File: config.mk
export PLATFORM = sky130hd
export DESIGN_NAME = shared_mult_rr
export DESIGN_NICKNAME = d
export VERILOG_FILES = /design/src/rtl/shared_mult_pkg.sv /design/src/rtl/rr_arbiter.sv /design/src/rtl/shared_mult_rr.sv
export SDC_FILE = /design/constraint.sdc
export NUM_CORES = 1
export LEC_CHECK = 0
export CAP_MARGIN = 20
export CELL_PAD_IN_SITES_DETAIL_PLACEMENT = 0
export CELL_PAD_IN_SITES_GLOBAL_PLACEMENT = 1
export CORE_ASPECT_RATIO = 1.5
export CORE_MARGIN = 2
export CORE_UTILIZATION = 30
export CTS_CLUSTER_DIAMETER = 100
export DETAILED_ROUTE_END_ITERATION = 7
export PLACE_DENSITY_LB_ADDON = 0.2
export RECOVER_POWER = 100
export SYNTH_ARGS = -nofsm -noshare
export SYNTH_HDL_FRONTEND = slang
export SYNTH_SLANG_ARGS = --single-unit
File: constraint.sdc
create_clock -name clk -period 15.59 [get_ports clk]
set_clock_uncertainty 0.05 [all_clocks]
set_input_delay 3.118 -clock clk [delete_from_list [all_inputs] [get_ports clk]]
set_output_delay 3.118 -clock clk [all_outputs]
set_load 0.005 [all_outputs]
File: src/rtl/shared_mult_pkg.sv
// shared_mult_pkg: shared constants and helpers for the
// round-robin time-multiplexed multiplier.
package shared_mult_pkg;

  localparam int DEF_WIDTH    = 8;
  localparam int DEF_CHANNELS = 4;
  localparam int DEF_PIPE     = 2;
  localparam bit DEF_SIGNED   = 1'b0;

  function automatic int ch_w(input int n);
    return (n <= 2) ? 1 : $clog2(n);
  endfunction

endpackage

File: src/rtl/rr_arbiter.sv
// rr_arbiter: one-hot round-robin grant with a rotating
// priority pointer that advances past each granted channel.
module rr_arbiter
  import shared_mult_pkg::*;
#(
  parameter int  CHANNELS = DEF_CHANNELS,
  localparam int CW       = ch_w(CHANNELS)
) (
  input  logic                clk,
  input  logic                rst_n,
  input  logic [CHANNELS-1:0] req,
  input  logic                en,
  output logic [CHANNELS-1:0] gnt,
  output logic [CW-1:0]       idx
);

  logic [CW-1:0] ptr_q;
  logic [CW-1:0] ptr_d;
  logic          hit;
  int            k;

  always_comb begin
    gnt   = '0;
    idx   = '0;
    hit   = 1'b0;
    ptr_d = ptr_q;
    k     = 0;
    for (int j = 0; j < CHANNELS; j++) begin
      k = int'(ptr_q) + j;
      if (k >= CHANNELS) k = k - CHANNELS;
      if (en && !hit && req[k]) begin
        hit    = 1'b1;
        gnt[k] = 1'b1;
        idx    = CW'(k);
      end
    end
    if (hit) begin
      ptr_d = (int'(idx) == CHANNELS - 1) ? '0 : idx + 1'b1;
    end
  end

  always_ff @(posedge clk or negedge rst_n) begin
    if (!rst_n) ptr_q <= '0;
    else        ptr_q <= ptr_d;
  end

endmodule

File: src/rtl/shared_mult_rr.sv
// shared_mult_rr: one pipelined WIDTH x WIDTH multiplier shared
// by CHANNELS requesters through a round-robin arbiter.
module shared_mult_rr
  import shared_mult_pkg::*;
#(
  parameter int  WIDTH    = DEF_WIDTH,
  parameter int  CHANNELS = DEF_CHANNELS,
  parameter int  PIPE     = DEF_PIPE,
  parameter bit  SIGNED   = DEF_SIGNED,
  localparam int CW       = ch_w(CHANNELS)
) (
  input  logic                      clk,
  input  logic                      rst_n,
  input  logic [CHANNELS-1:0]       in_valid,
  output logic [CHANNELS-1:0]       in_ready,
  input  logic [CHANNELS*WIDTH-1:0] in_a,
  input  logic [CHANNELS*WIDTH-1:0] in_b,
  output logic                      out_valid,
  input  logic                      out_ready,
  output logic [2*WIDTH-1:0]        out_prod,
  output logic [CW-1:0]             out_ch
);

  typedef struct packed {
    logic               valid;
    logic [CW-1:0]      ch;
    logic [2*WIDTH-1:0] prod;
  } stage_t;

  stage_t             pipe_q [PIPE];
  stage_t             s1_d;
  logic               stall;
  logic [CHANNELS-1:0] gnt;
  logic [CW-1:0]      gidx;
  logic [WIDTH-1:0]   a_sel;
  logic [WIDTH-1:0]   b_sel;
  logic [2*WIDTH-1:0] a_ext;
  logic [2*WIDTH-1:0] b_ext;

  // A full output register that the consumer refuses freezes everything.
  assign stall = pipe_q[PIPE-1].valid && !out_ready;

  rr_arbiter #(
    .CHANNELS(CHANNELS)
  ) u_arb (
    .clk  (clk),
    .rst_n(rst_n),
    .req  (in_valid),
    .en   (!stall),
    .gnt  (gnt),
    .idx  (gidx)
  );

  assign in_ready = gnt;

  always_comb begin
    a_sel = in_a[int'(gidx)*WIDTH +: WIDTH];
    b_sel = in_b[int'(gidx)*WIDTH +: WIDTH];
    if (SIGNED) begin
      a_ext = {{WIDTH{a_sel[WIDTH-1]}}, a_sel};
      b_ext = {{WIDTH{b_sel[WIDTH-1]}}, b_sel};
    end else begin
      a_ext = {{WIDTH{1'b0}}, a_sel};
      b_ext = {{WIDTH{1'b0}}, b_sel};
    end
    s1_d.valid = |gnt;
    s1_d.ch    = gidx;
    s1_d.prod  = (|gnt) ? a_ext * b_ext : '0;
  end

  always_ff @(posedge clk or negedge rst_n) begin
    if (!rst_n) begin
      for (int i = 0; i < PIPE; i++) pipe_q[i] <= '0;
    end else if (!stall) begin
      pipe_q[0] <= s1_d;
      for (int i = 1; i < PIPE; i++) pipe_q[i] <= pipe_q[i-1];
    end
  end

  assign out_valid = pipe_q[PIPE-1].valid;
  assign out_prod  = pipe_q[PIPE-1].prod;
  assign out_ch    = pipe_q[PIPE-1].ch;

endmodule

==> flow_summary.toml <==
[timing]
rsz0062_at_grt = "false"
finalHoldViolCount = 0
tightest_slew_ps = 2610
fin_crit_ps = 11220
maxSlewHeadroom_pct = -75.8
drv_slew = 95
hold_ws_ps = 407
setup_viol = 0
period_share_pct = 72.0
tns_ps = 0
clock.fmax_mhz = 89.1

[detailed_routing]
vias = 3609
drtPass1Iterations = 4
detail_route.wl_per_cell_um = 13.3
routed_wl_um = 10400
viasPerCell = 4.64
antenna_left = 0
drc_errors = 0
drt_iter0_drc = 54

[worst_setup_path]
r2r_start = "u_arb.ptr_q[0]"
worstSetupEndpointType = "register"
crit_buf_inv = 5
slowest_stage = "clkbuf_1"
path_class = "input pin to register"
max_stage_delay_ps = 1630
cp_cell_sequence = "dlygate4sd3_1, nand2b_1, o221ai_1, o2bb2ai_4, clkbuf_1, mux2i_1, mux2_1, or2_0, fa_1, fa_1, inv_1, fa_1, inv_1, fa_1, inv_1, ha_1, nand2_1, a2bb2oi_1, a211o_1, nand3_1, a31o_2, a32o_1"
crit_arrival_ps = 11340
required_ps = 15710
crit_start = "out_ready"
cpLargestDelayFamily = "adder cells"
cp_max_fo = 34
cp_common_cell = "fa_1"
cp-start-kind = "input pin"

[cells_and_area]
fin_util_pct = 38.1
stdcell_count = 778
drive_above_1_share_pct = 5.70
antenna_cells = 0
fillers = 1565
syn_to_final_growth_pct = 24.4
fin_nets = 729

[logic_synthesis]
ys_async_sr_fraction_pct = 100
synth.area.top_cells = "dfrtp_1, fa_1, ha_1"
synth_ff_type = "dfrtp_1"
synth_sequential_area_ratio_pct = 21.7
yosysMostFrequentCell = "nand2_1"
syn_inst = 505
syn_nets = 656
ys_warn_count = 0
yosysTopAreaCellShare_pct = 21.7
synth_area_sq_um = 4610
synth.distinct_cells = 53
synth-seq-cells = 40
synth_common_cells = "nand2_1, nor2_1, inv_1, ha_1, dfrtp_1"
synth_edf_count = 0
yosysTopAreaCell = "dfrtp_1"
syn_avg_cell_area_sq_um = 9.13

[global_route]
gr-usage-all-layers_pct = 13.4
grt_max_degree = 41
overflow = 0
antenna_found_initial = 0
grt_pass1_vias = 3951
grt_pass1_wl_um = 18300

[clock_network]
clock-sinks = 40
cts-buffers-inserted = 5
post_cts_buffers = 0
cts_hold_buffers = 0
root_buffer = "clkbuf_16"
cts_buffer_depth = 2
h-tree-depth = 2
clk_pin_slew_ps = 60
post_cts_resized = 0
clk_latency_ps = 280
cts_tree = "done"

[job]
maxCapViolCount = 3

[die]
die_h_um = 156
coreArea_sq_um = 15100
initial_core_util_pct = 30.6
pin_count = 94
die_area_sq_um = 16400
chipWidth_um = 105
rows = 55

[place]
port_buffers = 93
place_inst = 770
dpl.hpwl_um = 8640
place.gp.congestion = 0.825

[run_status]
failed_checks = "max-capacitance violations, max-slew violations"
status = "complete, but fails checks"

[hold_path]
worstHoldPathType = "register to register"
min_from = "out_prod[8]"
## per-layer routing
metal	up-vias	GRT usage, %	part of all wire (%)
li1	1810	-	-
met1	1700	15.6	43
met2	86	25.8	52
met3	13	1.21	3.4
met4	0	3.87	1.7
met5	-	0	0
## placed cells by master (no fill, tap or decap), types with 3 or more instances in the layout
master           Yosys  layout
nand2_1             73      73
inv_1               52      52
xnor2_1              4       4
and3_1               4       4
or3_1                3       3
nand3_1              8       8
ha_1                44      44
a22oi_1              3       3
nor3_1               7       7
or2_1               13      12
o211ai_1             9       9
dfrtp_1             40      40
xor2_1               7       7
mux2i_1             36      36
mux2_2              18      12
nor2b_1              3       3
a22o_1               5       5
o21ai_0             13      14
clkbuf_16            0       5
nor2_1              57      57
fa_1                36      36
a21oi_1              7       7
clkdlybuf4s50_1      0      68
mux2_1               0       6
dlygate4sd3_1        0      24
## state kept, by name (all words and copies together), names as in the netlist
signal,flops
out_prod,16
out_ch,2
pipe_q,19
u_arb.ptr_q,2
out_valid,1
## layout make-up
type | count | area (sq um) | area share, %
clock buffer | 5 | 125 | 2.18
clock inverter | 3 | 18.8 | 0.327
inverter | 52 | 195 | 3.40
multi-input combinational | 383 | 3200 | 55.9
sequential | 40 | 1000 | 17.4
tap | 199 | 249 | 4.34
timing repair buffer | 96 | 943 | 16.4
## stage by stage
stage	area, sq um	setup slack (ps)
after floorplan	4610	6810
after global placement	5600	5580
after detailed placement	5600	5370
after CTS	5750	5650
after global routing	5740	3620
final	5740	4370
## cell families (layout without fill, tap and decap cells)
group                      Yosys count  after routing  share of synthesized area [%]
and+or+nand+nor                    180            180                           17.7
AOI/OAI and AO/OA                   55             55                           8.52
muxes                               57             57                           13.5
xor gates and xnor gates            11             11                           2.09
adders and majority gates           80             80                           27.6
buffers and inverters               82            156                           8.98
DFF                                 40             40                           21.7
## worst paths after layout
check	end	slack [ps]	cells after the start
min in group asynchronous	out_prod[3]	3410	1
max in group asynchronous	pipe_q[29]	10840	1
setup reg to reg	pipe_q[34]	6940	22
setup / recovery	pipe_q[34]	4370	22
hold reg to reg	out_prod[8]	410	2
hold / removal	out_prod[8]	410	2
## worst register-to-register path, delay by kind of cell (launching register included)
family | cells | cell delay [ps]
DFF | 1 | 720
muxes | 2 | 810
AOI/OAI and AO/OA | 5 | 2920
adders and majority gates | 6 | 2890
buffers and inverters | 4 | 420
and+or+nand+nor | 5 | 710
Power is not shown: default switching activity piles up to over one toggle a cycle in this logic, so the estimate is an artifact.
